===== src/rtl/dsm_mod_pkg.sv =====
// Shared definitions for the 2nd-order delta-sigma bitstream modulator.
//   - Default sample width / oversampling ratio and integrator width derivation
//   - Full-scale feedback magnitude helper
//   - LFSR seed and tap mask for the optional dither (macro DSM_MOD_DITHER_EN)
//   - sat_clip(): clamp a wide value to a signed integrator range, reporting a clip
package dsm_mod_pkg;

  localparam int unsigned DATA_W_DEF = 16;
  localparam int unsigned OSR_DEF    = 64;
  // Integrator headroom above the sample width.
  localparam int unsigned IW_EXTRA   = 6;

  function automatic int unsigned iw_of(input int unsigned data_w);
    return data_w + IW_EXTRA;
  endfunction

  // Feedback magnitude: 2^(data_w-1).
  function automatic longint fs_pos(input int unsigned data_w);
    return longint'(1) <<< (data_w - 1);
  endfunction

  localparam longint FS_POS = fs_pos(DATA_W_DEF);
  localparam longint FS_NEG = -FS_POS;

  // Fibonacci LFSR, taps 16,14,13,11 -> bits 15,13,12,10.
  localparam logic [15:0] LFSR_SEED = 16'hACE1;
  localparam logic [15:0] LFSR_TAPS = 16'hB400;

  typedef struct packed {
    logic signed [63:0] val;
    logic               hit;
  } sat_res_t;

  // Clamp v to [-2^(iw-1), 2^(iw-1)-1]; hit flags that clamping happened.
  function automatic sat_res_t sat_clip(input longint v, input int unsigned iw);
    longint   hi;
    longint   lo;
    sat_res_t res;
    hi = (longint'(1) <<< (iw - 1)) - 64'sd1;
    lo = -(longint'(1) <<< (iw - 1));
    res.hit = 1'b1;
    if (v > hi) begin
      res.val = hi;
    end else if (v < lo) begin
      res.val = lo;
    end else begin
      res.val = v;
      res.hit = 1'b0;
    end
    return res;
  endfunction

endpackage


===== src/rtl/dsm_mod_loop.sv =====
// Noise-shaping loop of the delta-sigma modulator: two saturating integrators,
// 1-bit quantiser and +/-full-scale feedback. Optional LFSR dither on the
// quantiser input only, enabled by defining DSM_MOD_DITHER_EN.
// Ports:
//   clk        in   clock, all state on rising edge
//   rst        in   synchronous active-high reset
//   x          in   signed loop input (held sample)
//   bit_out    out  registered quantiser output
//   sat_pulse  out  an integrator clips on this clock's update
module dsm_mod_loop
  import dsm_mod_pkg::*;
#(
  parameter int unsigned DATA_W = DATA_W_DEF
) (
  input  logic              clk,
  input  logic              rst,
  input  logic [DATA_W-1:0] x,
  output logic              bit_out,
  output logic              sat_pulse
);

  localparam int unsigned IW     = iw_of(DATA_W);
  localparam longint      FB_MAG = fs_pos(DATA_W);

  logic signed [IW-1:0] r_i1;
  logic signed [IW-1:0] r_i2;
  logic                 r_bit;

  longint               w_fb;
  longint               w_dither;
  longint               w_q;
  sat_res_t             w_s1;
  sat_res_t             w_s2;
  logic signed [IW-1:0] w_i1_n;
  logic signed [IW-1:0] w_i2_n;
  logic                 w_bit_n;

`ifdef DSM_MOD_DITHER_EN
  logic [15:0] r_lfsr;

  always_ff @(posedge clk) begin
    if (rst) begin
      r_lfsr <= LFSR_SEED;
    end else begin
      r_lfsr <= {r_lfsr[14:0], ^(r_lfsr & LFSR_TAPS)};
    end
  end

  // Range -8..+7.
  assign w_dither = longint'({1'b0, r_lfsr[3:0]}) - 64'sd8;
`else
  assign w_dither = 64'sd0;
`endif

  always_comb begin
    w_fb    = r_bit ? FB_MAG : -FB_MAG;
    // Second integrator consumes the old first-integrator value.
    w_s1    = sat_clip(longint'(r_i1) + longint'($signed(x)) - w_fb, IW);
    w_s2    = sat_clip(longint'(r_i2) + longint'(r_i1) - w_fb, IW);
    w_i1_n  = w_s1.val[IW-1:0];
    w_i2_n  = w_s2.val[IW-1:0];
    w_q     = longint'(w_i2_n) + w_dither;
    w_bit_n = (w_q >= 64'sd0);
  end

  always_ff @(posedge clk) begin
    if (rst) begin
      r_i1  <= '0;
      r_i2  <= '0;
      r_bit <= 1'b0;
    end else begin
      r_i1  <= w_i1_n;
      r_i2  <= w_i2_n;
      r_bit <= w_bit_n;
    end
  end

  assign bit_out   = r_bit;
  assign sat_pulse = w_s1.hit | w_s2.hit;

endmodule


===== src/rtl/dsm_bitstream_modulator.sv =====
// 2nd-order delta-sigma bitstream modulator (DAC side of the CIC path).
// PCM samples are handshaked into a one-deep pending buffer, promoted to the
// active (zero-order-held) sample at each OSR frame boundary, and modulated
// into a 1-bit density-coded stream. Build option DSM_MOD_DITHER_EN adds LFSR
// dither at the quantiser (see dsm_mod_loop).
// Ports:
//   clk, rst      clock; synchronous active-high reset
//   in_data       signed PCM sample, in_valid/in_ready handshake
//   bit_out       registered modulated bitstream
//   sample_tick   1-clk pulse on the last clk of each frame
//   underrun      sticky: boundary reached with no sample available
//   sat           sticky: an integrator clipped
//   clr_status    clears both sticky flags (a same-clk set wins)
module dsm_bitstream_modulator
  import dsm_mod_pkg::*;
#(
  parameter int unsigned DATA_W = DATA_W_DEF,
  parameter int unsigned OSR    = OSR_DEF
) (
  input  logic              clk,
  input  logic              rst,
  input  logic [DATA_W-1:0] in_data,
  input  logic              in_valid,
  output logic              in_ready,
  output logic              bit_out,
  output logic              sample_tick,
  output logic              underrun,
  output logic              sat,
  input  logic              clr_status
);

  localparam int unsigned    PW        = $clog2(OSR);
  localparam logic [PW-1:0]  PHASE_PRE = PW'(OSR - 2);

  logic [PW-1:0]     r_phase;
  logic              r_tick;
  logic [DATA_W-1:0] r_pend;
  logic              r_pend_full;
  logic [DATA_W-1:0] r_active;
  logic              r_underrun;
  logic              r_sat;

  logic [PW-1:0]     w_phase_d;
  logic              w_tick_d;
  logic              w_accept;
  logic [DATA_W-1:0] w_pend_d;
  logic              w_pend_full_d;
  logic [DATA_W-1:0] w_active_d;
  logic              w_underrun_set;
  logic              w_underrun_d;
  logic              w_sat_d;
  logic              w_sat_pulse;

  always_comb begin
    w_phase_d      = r_phase + PW'(1);
    // Registered tick: high exactly while phase == OSR-1.
    w_tick_d       = (r_phase == PHASE_PRE);
    w_accept       = in_valid & ~r_pend_full;
    w_pend_d       = r_pend;
    w_pend_full_d  = r_pend_full;
    w_active_d     = r_active;
    w_underrun_set = 1'b0;
    if (r_tick) begin
      if (r_pend_full) begin
        w_active_d    = r_pend;
        w_pend_full_d = 1'b0;
      end else if (w_accept) begin
        // Sample offered right on the boundary goes straight to active.
        w_active_d = in_data;
      end else begin
        w_underrun_set = 1'b1;
      end
    end else if (w_accept) begin
      w_pend_d      = in_data;
      w_pend_full_d = 1'b1;
    end
    w_underrun_d = w_underrun_set | (r_underrun & ~clr_status);
    w_sat_d      = w_sat_pulse | (r_sat & ~clr_status);
  end

  always_ff @(posedge clk) begin
    if (rst) begin
      r_phase     <= '0;
      r_tick      <= 1'b0;
      r_pend      <= '0;
      r_pend_full <= 1'b0;
      r_active    <= '0;
      r_underrun  <= 1'b0;
      r_sat       <= 1'b0;
    end else begin
      r_phase     <= w_phase_d;
      r_tick      <= w_tick_d;
      r_pend      <= w_pend_d;
      r_pend_full <= w_pend_full_d;
      r_active    <= w_active_d;
      r_underrun  <= w_underrun_d;
      r_sat       <= w_sat_d;
    end
  end

  dsm_mod_loop #(
    .DATA_W (DATA_W)
  ) u_loop (
    .clk       (clk),
    .rst       (rst),
    .x         (r_active),
    .bit_out   (bit_out),
    .sat_pulse (w_sat_pulse)
  );

  assign in_ready    = ~r_pend_full;
  assign sample_tick = r_tick;
  assign underrun    = r_underrun;
  assign sat         = r_sat;

endmodule

===== config.mk =====
export PLATFORM = sky130hd
export DESIGN_NAME = dsm_bitstream_modulator
export DESIGN_NICKNAME = d
export VERILOG_FILES = /design/src/rtl/dsm_mod_pkg.sv /design/src/rtl/dsm_mod_loop.sv /design/src/rtl/dsm_bitstream_modulator.sv
export SDC_FILE = /design/constraint.sdc
export NUM_CORES = 1
export LEC_CHECK = 0
export CORE_MARGIN = 2
export CORE_UTILIZATION = 40
export CTS_BUF_LIST = sky130_fd_sc_hd__clkbuf_8
export CTS_CLUSTER_DIAMETER = 150
export DETAILED_ROUTE_END_ITERATION = 8
export GPL_TIMING_DRIVEN = 1
export PLACE_DENSITY = 0.63
export REMOVE_ABC_BUFFERS = 1
export SYNTH_ARGS = -nofsm -noshare
export SYNTH_HDL_FRONTEND = slang
export SYNTH_SLANG_ARGS = --single-unit
export TNS_END_PERCENT = 10

===== constraint.sdc =====
create_clock -name clk -period 4.3 [get_ports clk]
set_input_delay 0.86 -clock clk [delete_from_list [all_inputs] [get_ports clk]]
set_output_delay 0.86 -clock clk [all_outputs]
set_load 0.02 [all_outputs]

# Word level (Yosys, flattened, before mapping)
# Index checks and enable logic that the tools add are counted.
# Widths: inputs -> output; s select.
# classes
addsub	5
multipliers	0
div_mod_pow	0
n_lt_le_gt_ge	5
eq_ne	1
shifts	0
n_mux	14
bitwise	9
n_reduce_logical	5
# ops
op	n
$gt 64x22->1 const B	2
$lt 64x22->1 const B	2
$sub 23x64->64	2
$mux 22	3
$mux 64	1
$mux 16	2
$add 22x16->23	1
$add 22x22->23	1
$ge 22x1->1 const B	1
$mux 21	1
$mux 1	7
$add 6x1->6 const B	1
$eq 6x6->1 const B	1
$reduce_and 2->1	2
$reduce_or 2->1	2
$and 1x1->1	3
$not 1->1	3
$or 1x1->1	3
$reduce_bool 2->1	1
# word_totals
ff_bits	87
latch_bits	0
ramBits	0
mem_bits_ro	0
out_inout_bits	5
elab_cells	50
mem_count	0

# Logic depth before layout (Yosys ltp)
# Gate-level depths: netlist of run 1.
# logic_depth
word_depth	7
ltp_mapped	20
mapped_depth_nobuf	19

# Modules after synthesis
# A second synthesis of run 1 with hierarchy kept.
# unflattened
cells_unflattened	852
area_unflattened_um2	7118.1
# modules_own_cells
module	instances	cells_each	area_per_inst_um2	seq_area_each_um2
dsm_mod_loop	1	669	5452.7	900.9
dsm_bitstream_modulator	1	183	1665.3	840.8

# Least setup slack after synthesis of run 1
# No wires, ideal clock.
# synth_path
path_type	reg2reg
startpoint	register u_loop.r_bit (netlist: u_loop.bit_out)
endpoint	register u_loop.r_i2[12]
setup_time_ps	67
t_arrival_ps	4821
setup_slack_ps	-589
path_stages_with_launch	19
n_path_buf	1
synth_period_minus_slack_ps	4889
cell_sequence	dfxtp_1 > inv_1 > fa_1 > inv_1 > ha_1 > a21o_1 > a31o_2 > a21oi_1 > a21oi_2 > nand2b_1 > a21o_1 > fa_1 > nor4bb_1 > nand3_1 > nor3_1 > a31oi_1 > or2_4 > buf_6 > o21ai_2
# synth_via
elab_chain_cells	5
elab_cells_between_ends	6
# synth_rtl
element	line	rtl
start: declaration	dsm_mod_loop.sv:27	logic r_bit;
start signal: assignment	dsm_mod_loop.sv:74	r_bit <= w_bit_n;
$mux 64 *	dsm_mod_loop.sv:56	w_fb = r_bit ? FB_MAG : -FB_MAG;
$sub 23x64->64 *	dsm_mod_loop.sv:59	w_s2 = sat_clip(longint'(r_i2) + longint'(r_i1) - w_fb, IW);
$lt 64x22->1	dsm_mod_pkg.sv:44	end else if (v < lo) begin
$mux 22	dsm_mod_pkg.sv:44	
$mux 22 *	dsm_mod_pkg.sv:42	if (v > hi) begin
end signal: assignment	dsm_mod_loop.sv:73	r_i2 <= w_i2_n;
end: declaration	dsm_mod_loop.sv:26	logic signed [IW-1:0] r_i2;
# Every way passes the cells marked *; elsewhere a longest branch is shown, timed or not.
# A chain may end at the register's enable or synchronous reset.

# Worst setup path after layout of run 1
# layout_path
startpoint	register u_loop.r_bit (netlist: u_loop.bit_out)
endpoint	register u_loop.r_i1[17]
# layout_via
elab_chain_cells	5
elab_cells_between_ends	6
# layout_rtl
element	line	rtl
$mux 64 *	dsm_mod_loop.sv:56	
$sub 23x64->64 *	dsm_mod_loop.sv:58	w_s1 = sat_clip(longint'(r_i1) + longint'($signed(x)) - w_fb, IW);
$lt 64x22->1	dsm_mod_pkg.sv:44	
$mux 22	dsm_mod_pkg.sv:44	
$mux 21 *	dsm_mod_pkg.sv:42	
end signal: assignment	dsm_mod_loop.sv:72	r_i1 <= w_i1_n;
end: declaration	dsm_mod_loop.sv:25	logic signed [IW-1:0] r_i1;
# Marks and branches as above.

==> summary.txt, run 1 <==
Worst setup path
  • Setup Crit Path Kind: reg2reg
  • Cells along the critical path: inv_4 > buf_4 > fa_1 > inv_1 > ha_4 > nor2b_1 > nor2_1 > buf_4 > a21oi_1 > o21ai_2 > nor2b_1 > o21ai_1 > buf_4 > buf_4 > nand2_1 > fa_1 > nor4b_2 > nand4_1 > nor4_2 > nand3_1 > nand3b_1 > buf_12 > o21ai_0
  • Signal arrival time at the worst endpoint: roughly 4.6 ns
  • Crit path required time: ~4.5 ns
  • Destination of the worst register-to-register timing path: u_loop.r_i1[17]$_SDFF_PP0_
  • Most frequent cell on the critical path: sky130_fd_sc_hd__buf_4
  • Slowest stage cell, crit path: sky130_fd_sc_hd__fa_1
  • Worst Reg2Reg Path Length in Cells: 23
  • Combined buffer and inverter count along the critical path: 7
  • Slack of the worst reg-to-reg path: -0.006 ns
  • Biggest cell delay along the critical path: between 0.5 and 0.6 ns
  • Endpoint kind of the worst setup timing path: register
  • Reg2Reg Launch Point: u_loop.bit_out$_SDFF_PP0_
  • Crit-path leading delay family: simple AND/OR/NAND/NOR gates
  • Type of element launching the critical path: register
  • Critical path depth: 23
  • Largest fanout on the critical path: 21

Layout
  • Layout Nets: 1045
  • Layout cell share with drive strength beyond 1: 22.28%
  • Number of inserted filler cells in the final layout: roughly 1.6k
  • Area Growth Syn to Fin: 23.81%
  • Diode insertion count for antenna repair: 0
  • Post-route cell area: about 8600 um2

Synth
  • Number of register bits inferred by synthesis: just under 90
  • Cells taking the most area after synthesis: sky130_fd_sc_hd__dfxtp_1 (25%), sky130_fd_sc_hd__ha_1 (14%), sky130_fd_sc_hd__fa_1 (9.2%)
  • Post-synth EDFFs: 0
  • Cell area after synthesis: just under 7000 um2
  • Number of instances in the synthesized netlist: between 800 and 900
  • Avg Inst Size Synth: 8.467 um2
  • Post-synthesis sequential area ratio: between 20% and 30%
  • Area share of the largest cell type after synthesis: 25.05%
  • Synth warnings: 0
  • Post-synth top flop: sky130_fd_sc_hd__dfxtp_1
  • Synth cell count leaders: sky130_fd_sc_hd__inv_1 (126), sky130_fd_sc_hd__dfxtp_1 (87), sky130_fd_sc_hd__ha_1 (78)
  • Fraction of registers with async set/reset: 0%
  • Cell type with the highest aggregate area in the netlist: sky130_fd_sc_hd__dfxtp_1
  • Library cell with the highest instance count after synthesis: sky130_fd_sc_hd__inv_1
  • Number of different library cells in the post-synthesis netlist: 75

Floorplanning
  • Die height: between 100 and 150 um
  • Placeable Area: between 15000 and 20000 um2
  • Die area: ~18000 um2
  • Row count: 48
  • Overall die width: 135.8 um
  • Number of top-level pins: 25
  • Initial standard-cell utilization of the core: between 40% and 50%

Drt
  • Number of vias per cell after detailed routing: approximately 4.9
  • Count of routing violations after the opening detailed-route iteration: about 250
  • Detail Route met2 WL: 6933 um
  • Routed vias: ~5.7k
  • Number of antenna-violating nets in the routed design: 0
  • DRC: 0
  • Routed wire length: around 15000 um
  • Detailed-route wire length per cell: ~13 um
  • Routed met1 length: 7529 um
  • Number of iterations in the first detailed-routing pass: 4
  • Uppermost routed layer: met4
  • Total length of routed met3 wires: 326 um

Global routing
  • Sum of overflow across all layers after global routing: 0
  • Largest net degree at the start of global routing: 43
  • Vias in the first global route: 5098
  • Number of antenna violations at the first check in global routing: 0
  • Overall track demand over capacity in global routing: 15.71%
  • Wire length of the first global-routing pass: 23540 um

Timing
  • Final hold violation count: 0
  • Worst clock skew on the final layout: between 0.004 and 0.005 ns
  • Transition time of the tightest slew-check pin: 0.6381 ns
  • Setup slack after layout: -0.006024 ns
  • Period utilisation layout: 100.1%
  • Number of slew-limit violations in the final report: 0
  • Fmax: between 200 and 250 MHz
  • Final count of negative-setup-slack endpoints: 3
  • Unrepaired setup endpoints after global routing: true
  • Worst rel slew slack: a little under three fifths
  • Final critical path time including I/O delays and setup: approximately 4.3 ns

Clocking
  • Root Driver: sky130_fd_sc_hd__clkbuf_8
  • Number of sinks on the clock net: 87
  • TritonCTS clock tree: built
  • Clock-pin slew on the worst setup and hold paths: ~0.08 ns
  • Clock latency of the later-clocked register in the worst-skew pair: 0.36 ns
  • CTS Hold Bufs: 0
  • CTS H-Tree Depth: 3
  • Number of buffers created by CTS: 9
  • CTS max path bufs: 2

Placement
  • Last weighted congestion value of the routability-driven placer: around 0.89
  • Number of I/O port buffers: 24
  • Minimum setup slack after placement: -0.1455 ns
  • Estimated wirelength of the detail-placed design: roughly 11000 um
  • Total cell area at the placement stage: between 7000 and 8000 um2

Min path
  • Worst Hold Launch: r_pend[4]$_SDFFE_PP0P_
  • WHS Path Cells: 2
  • Hold crit path type: reg2reg
  • Capture endpoint of the worst hold path: r_pend[4]$_SDFFE_PP0P_

Run status
  • Run status: complete, but fails checks
  • Violations in the final reports: negative setup slack

Run
  • Number of maximum-capacitance constraint violations: 0
[per-layer routing]
metal / track usage, % / vias to the layer above
li1: - / 2973
met1: 22.45 / 2619
met2: 24.78 / 57
met3: 2.200 / 11
met4: 4.398 / 0
met5: 0 / -
[sequential cells by signal (all words and copies together), names as in the netlist]
name,flops
u_loop.r_i1,22
underrun,1
r_active,16
r_phase,6
u_loop.bit_out,1
sample_tick,1
r_pend_full,1
u_loop.r_i2,22
sat,1
r_pend,16
[cell usage in the layout (no fill, tap or decap), types with 4 or more instances in the layout]
cell,count
sky130_fd_sc_hd__o21ai_2,24
sky130_fd_sc_hd__o21ai_0,31
sky130_fd_sc_hd__nand3b_1,4
sky130_fd_sc_hd__buf_12,4
sky130_fd_sc_hd__xnor2_1,14
sky130_fd_sc_hd__mux2i_1,16
sky130_fd_sc_hd__clkbuf_8,12
sky130_fd_sc_hd__ha_4,10
sky130_fd_sc_hd__nand3_1,11
sky130_fd_sc_hd__nor3_1,6
sky130_fd_sc_hd__nand2_1,70
sky130_fd_sc_hd__o21ai_1,11
sky130_fd_sc_hd__a21oi_1,53
sky130_fd_sc_hd__nand4b_1,5
sky130_fd_sc_hd__dfxtp_1,85
sky130_fd_sc_hd__inv_1,123
sky130_fd_sc_hd__a211oi_1,16
sky130_fd_sc_hd__nand2b_1,4
sky130_fd_sc_hd__o21a_1,4
sky130_fd_sc_hd__a21o_1,19
sky130_fd_sc_hd__clkdlybuf4s50_1,23
sky130_fd_sc_hd__ha_1,67
sky130_fd_sc_hd__nor2_1,55
sky130_fd_sc_hd__and3_1,5
sky130_fd_sc_hd__xor2_1,23
sky130_fd_sc_hd__nand4_1,8
sky130_fd_sc_hd__a21oi_2,9
sky130_fd_sc_hd__or2_4,4
sky130_fd_sc_hd__o211ai_1,5
sky130_fd_sc_hd__nor2b_1,8
sky130_fd_sc_hd__buf_4,74
sky130_fd_sc_hd__fa_1,29
[area by class of cell]
type | instances | area [um2] | area share [%]
inverters | 126 | 475.5 | 5.524
repair buffers | 105 | 918.4 | 10.67
clock inverters | 4 | 43.79 | 0.5088
multi-input cells | 586 | 4976 | 57.81
well taps | 225 | 281.5 | 3.271
flip-flops and latches | 87 | 1747 | 20.29
clock buffers | 12 | 165.2 | 1.919
[worst reg2reg max path, cell delays in order, from the launching register on]
cell and delay, ns:
sky130_fd_sc_hd__dfxtp_4 0.38, sky130_fd_sc_hd__inv_4 0.06, sky130_fd_sc_hd__buf_4 0.13, sky130_fd_sc_hd__fa_1 0.52, sky130_fd_sc_hd__inv_1 0.07, sky130_fd_sc_hd__ha_4 0.27
sky130_fd_sc_hd__nor2b_1 0.15, sky130_fd_sc_hd__nor2_1 0.08, sky130_fd_sc_hd__buf_4 0.13, sky130_fd_sc_hd__a21oi_1 0.16, sky130_fd_sc_hd__o21ai_2 0.08, sky130_fd_sc_hd__nor2b_1 0.11
sky130_fd_sc_hd__o21ai_1 0.06, sky130_fd_sc_hd__buf_4 0.15, sky130_fd_sc_hd__buf_4 0.13, sky130_fd_sc_hd__nand2_1 0.07, sky130_fd_sc_hd__fa_1 0.44, sky130_fd_sc_hd__nor4b_2 0.28
sky130_fd_sc_hd__nand4_1 0.15, sky130_fd_sc_hd__nor4_2 0.22, sky130_fd_sc_hd__nand3_1 0.14, sky130_fd_sc_hd__nand3b_1 0.15, sky130_fd_sc_hd__buf_12 0.16, sky130_fd_sc_hd__o21ai_0 0.09
[how the worst max path moves through the flow]
stage,startpoint,end
floorplan,u_loop.bit_out$_SDFF_PP0_,u_loop.r_i1[11]$_SDFF_PP0_
global placement,u_loop.bit_out$_SDFF_PP0_,u_loop.r_i2[12]$_SDFF_PP0_
detailed placement,u_loop.bit_out$_SDFF_PP0_,u_loop.r_i1[14]$_SDFF_PP0_
CTS,r_active[15]$_SDFFE_PP0P_,u_loop.r_i1[11]$_SDFF_PP0_
global route,u_loop.bit_out$_SDFF_PP0_,u_loop.r_i1[8]$_SDFF_PP0_
finish,u_loop.bit_out$_SDFF_PP0_,u_loop.r_i1[17]$_SDFF_PP0_
[metrics by stage]
step / TNS, ns / utilization (%) / hold slack [ns] / instances
finish: -0.01059 / 50.29 / 0.4561 / 1145
global route: -6.241 / 50.29 / 0.4778 / 1145
CTS: 0 / 47.86 / 0.4577 / 1135
global placement: -2.525 / 45.88 / 0.4415 / 1109
floorplan: -26.49 / - / 0.4296 / 796
detailed placement: -4.354 / 45.88 / 0.4463 / 1109
[cells by family (layout without fill, tap and decap cells)]
| logic type | count (synthesis) | in the layout | share of synthesized area, % |
|---|---|---|---|
| and+or+nand+nor | 214 | 217 | 15.59 |
| xor gates and xnor gates | 38 | 38 | 4.896 |
| buffers and inverters | 151 | 247 | 8.765 |
| DFF | 87 | 87 | 25.05 |
| muxes | 16 | 16 | 2.304 |
| adders and majority gates | 110 | 110 | 23.25 |
| AOI/OAI and AO/OA | 205 | 205 | 20.14 |
[timing repair]
item / CTS / global route
gates resized for setup: 15 / 64
endpoints found under the setup margin: 42 / 43
cloned: 2 / 2
hold endpoints to repair: 0 / 0
pin swaps: 5 / 34
setup buffers: 8 / 8
Power of run 1 is not shown: default switching activity piles up to over one toggle a cycle in this logic, so the estimate is an artifact.
==> inputs of run 2 (changes only) <==
CTS_CLUSTER_DIAMETER = 30   (was 150)
RECOVER_POWER = 50   (was default)
==> run 2 against run 1 <==
Effect of this change:
- the run ends with max-capacitance violations, max-slew violations, negative setup slack left
- fmax about the same
- register-to-register slack about the same
- non-clock buffer count unchanged
- flip-flop and latch count unchanged
- die area unchanged
- critical path depth unchanged
- global-route usage unchanged
- hold slack unchanged
- final cell count unchanged
- sequential share of layout area about the same
- design area about the same
- largest cell class unchanged
==> summary.txt, run 2 (synthesis gave the netlist of run 1 again) <==
Drt
  • DRC: 0 (unchanged)
  • Count of routing violations after the opening detailed-route iteration: 250 (-0.40%)
  • Routed wire length: 14970 um (about the same)
  • Number of antenna-violating nets in the routed design: 0 (unchanged)
  • Routed vias: 5663 (+0.053%)
  • Detailed-route wire length per cell: 13.08 um (about the same)
  • Number of iterations in the first detailed-routing pass: 4 (unchanged)
  • Number of vias per cell after detailed routing: 4.946 (about the same)

Global routing
  • Largest net degree at the start of global routing: 43 (unchanged)
  • Vias in the first global route: 5098 (unchanged)
  • Overall track demand over capacity in global routing: 15.71% (unchanged)
  • Number of antenna violations at the first check in global routing: 0 (unchanged)
  • Sum of overflow across all layers after global routing: 0 (unchanged)
  • Wire length of the first global-routing pass: 23540 um (unchanged)

Worst setup path
  • Endpoint kind of the worst setup timing path: register
  • Setup Crit Path Kind: reg2reg
  • Type of element launching the critical path: register
  • Destination of the worst register-to-register timing path: u_loop.r_i1[17]$_SDFF_PP0_
  • Slack of the worst reg-to-reg path: -0.009 ns (about the same)
  • Crit path required time: 4.54 ns (about the same)
  • Worst Reg2Reg Path Length in Cells: 23 (unchanged)
  • Reg2Reg Launch Point: u_loop.bit_out$_SDFF_PP0_
  • Largest fanout on the critical path: 21 (unchanged)
  • Signal arrival time at the worst endpoint: 4.55 ns (about the same)

Clocking
  • Root Driver: sky130_fd_sc_hd__clkbuf_8
  • Number of sinks on the clock net: 87 (unchanged)
  • Clock-pin slew on the worst setup and hold paths: 0.08 ns (about the same)
  • CTS H-Tree Depth: 3 (unchanged)
  • TritonCTS clock tree: built
  • Number of buffers created by CTS: 9 (unchanged)
  • Clock latency of the later-clocked register in the worst-skew pair: 0.36 ns (about the same)
  • CTS max path bufs: 2 (unchanged)
  • CTS Hold Bufs: 0 (unchanged)

Timing
  • Period utilisation layout: 100.2% (about the same)
  • Final count of negative-setup-slack endpoints: 4 (+1)
  • Number of slew-limit violations in the final report: 43 (+43)
  • Unrepaired setup endpoints after global routing: true
  • Transition time of the tightest slew-check pin: 1.825 ns (+1.187 ns)
  • Fmax: 232.1 MHz (about the same)
  • Worst rel slew slack: -21.68% (-79 points)
  • Worst clock skew on the final layout: 0.004767 ns (-0.00002249 ns)
  • Final critical path time including I/O delays and setup: 4.309 ns (+0.003229 ns)
  • Final hold violation count: 0 (unchanged)
  • Setup slack after layout: -0.009253 ns (-0.003229 ns)

Floorplanning
  • Initial standard-cell utilization of the core: 40.61% (unchanged)
  • Die height: 135.8 um (unchanged)
  • Die area: 18450 um2 (unchanged)
  • Placeable Area: 17120 um2 (unchanged)
  • Row count: 48 (unchanged)
  • Number of top-level pins: 25 (unchanged)
  • Overall die width: 135.8 um (unchanged)

Placement
  • Number of I/O port buffers: 24 (unchanged)
  • Minimum setup slack after placement: -0.1455 ns (unchanged)
  • Last weighted congestion value of the routability-driven placer: 0.8925 (unchanged)
  • Total cell area at the placement stage: 7853 um2 (unchanged)
  • Estimated wirelength of the detail-placed design: 11020 um (unchanged)

Layout
  • Area Growth Syn to Fin: 23.76% (about the same)
  • Final core area utilization: 50.26% (about the same)
  • Most used cells in the layout excluding fill and tap cells: sky130_fd_sc_hd__inv_1 (123), sky130_fd_sc_hd__dfxtp_1 (85), sky130_fd_sc_hd__buf_4 (73)
  • Diode insertion count for antenna repair: 0 (unchanged)
  • Number of inserted filler cells in the final layout: 1591 (+0.13%)
  • Multi-input combinational cell area: 4976 um2 (unchanged)
  • Storage cell area: 1747 um2 (unchanged)
  • Layout cell share with drive strength beyond 1: 22.17% (-0.11 points)
  • Post-route cell area: 8603 um2 (about the same)
  • Commonest non-fill, non-tap cell in the layout: sky130_fd_sc_hd__inv_1
  • Largest registers in the final layout: u_loop.r_i1 x22, u_loop.r_i2 x22
  • Layout Nets: 1045 (unchanged)

Run
  • Number of maximum-capacitance constraint violations: 1 (+1)

Min path
  • Capture endpoint of the worst hold path: r_pend[4]$_SDFFE_PP0P_
  • Worst Hold Launch: r_pend[4]$_SDFFE_PP0P_
  • Hold crit path type: reg2reg
  • WHS Path Cells: 2 (unchanged)

Run status
  • Violations in the final reports: max-capacitance violations, max-slew violations, negative setup slack
  • Run status: complete, but fails checks
run 2: routing by layer:
layer | part of all wire [%] | global-route usage [%]
met4 | 1.2 | 4.398
met1 | 50 | 22.45
met3 | 2.2 | 2.200
met5 | 0 | 0
met2 | 46 | 24.78
run 2: final cells by class:
class	instances	area share [%]
timing repair buffer	105	10.63
clock inverter	4	0.5090
tap	225	3.272
clock buffer	12	1.920
multi-input combinational	586	57.84
inverter	126	5.526
sequential	87	20.30
run 2: worst max-delay path, stage by stage (launching register included):
cell and delay, ns:
sky130_fd_sc_hd__dfxtp_4 0.38, sky130_fd_sc_hd__inv_4 0.06, sky130_fd_sc_hd__buf_4 0.13, sky130_fd_sc_hd__fa_1 0.52, sky130_fd_sc_hd__inv_1 0.07, sky130_fd_sc_hd__ha_4 0.27, sky130_fd_sc_hd__nor2b_1 0.15, sky130_fd_sc_hd__nor2_1 0.08
sky130_fd_sc_hd__buf_4 0.13, sky130_fd_sc_hd__a21oi_1 0.16, sky130_fd_sc_hd__o21ai_2 0.08, sky130_fd_sc_hd__nor2b_1 0.11, sky130_fd_sc_hd__o21ai_1 0.06, sky130_fd_sc_hd__buf_4 0.15, sky130_fd_sc_hd__buf_4 0.13, sky130_fd_sc_hd__nand2_1 0.07
sky130_fd_sc_hd__fa_1 0.44, sky130_fd_sc_hd__nor4b_2 0.28, sky130_fd_sc_hd__nand4_1 0.15, sky130_fd_sc_hd__nor4_2 0.23, sky130_fd_sc_hd__nand3_1 0.14, sky130_fd_sc_hd__nand3b_1 0.15, sky130_fd_sc_hd__buf_12 0.16, sky130_fd_sc_hd__o21ai_0 0.09
run 2: repair_timing:
item                                    in CTS  in global routing
gates cloned                                 2                  2
buffers inserted                             8                  8
gates resized for setup                     15                 64
endpoints found under the setup margin      42                 43
pin swaps                                    5                 34
endpoints found under the hold margin        0                  0
run 2: worst max path at each step:
stage	startpoint	endpoint	slack, ns	depth (start not counted)
after floorplan	u_loop.bit_out$_SDFF_PP0_	u_loop.r_i1[11]$_SDFF_PP0_	-0.69	19
after global routing	u_loop.bit_out$_SDFF_PP0_	u_loop.r_i1[8]$_SDFF_PP0_	-0.20	23
after CTS	r_active[15]$_SDFFE_PP0P_	u_loop.r_i1[11]$_SDFF_PP0_	0.004	21
after global placement	u_loop.bit_out$_SDFF_PP0_	u_loop.r_i2[12]$_SDFF_PP0_	-0.08	18
after detailed placement	u_loop.bit_out$_SDFF_PP0_	u_loop.r_i1[14]$_SDFF_PP0_	-0.15	20
final	u_loop.bit_out$_SDFF_PP0_	u_loop.r_i1[17]$_SDFF_PP0_	-0.009	23
run 2: metrics by stage:
| step | TNS, ns | hold WS [ns] | cells |
|---|---|---|---|
| 2_1_floorplan | -26.49 | 0.4296 | 796 |
| 3_3_place_gp | -2.525 | 0.4415 | 1109 |
| 3_5_place_dp | -4.354 | 0.4463 | 1109 |
| 4_1_cts | 0 | 0.4577 | 1135 |
| 5_1_grt | -6.318 | 0.4778 | 1145 |
| 6_report | -0.02121 | 0.4561 | 1145 |
Power of run 2 is left out for the same reason.
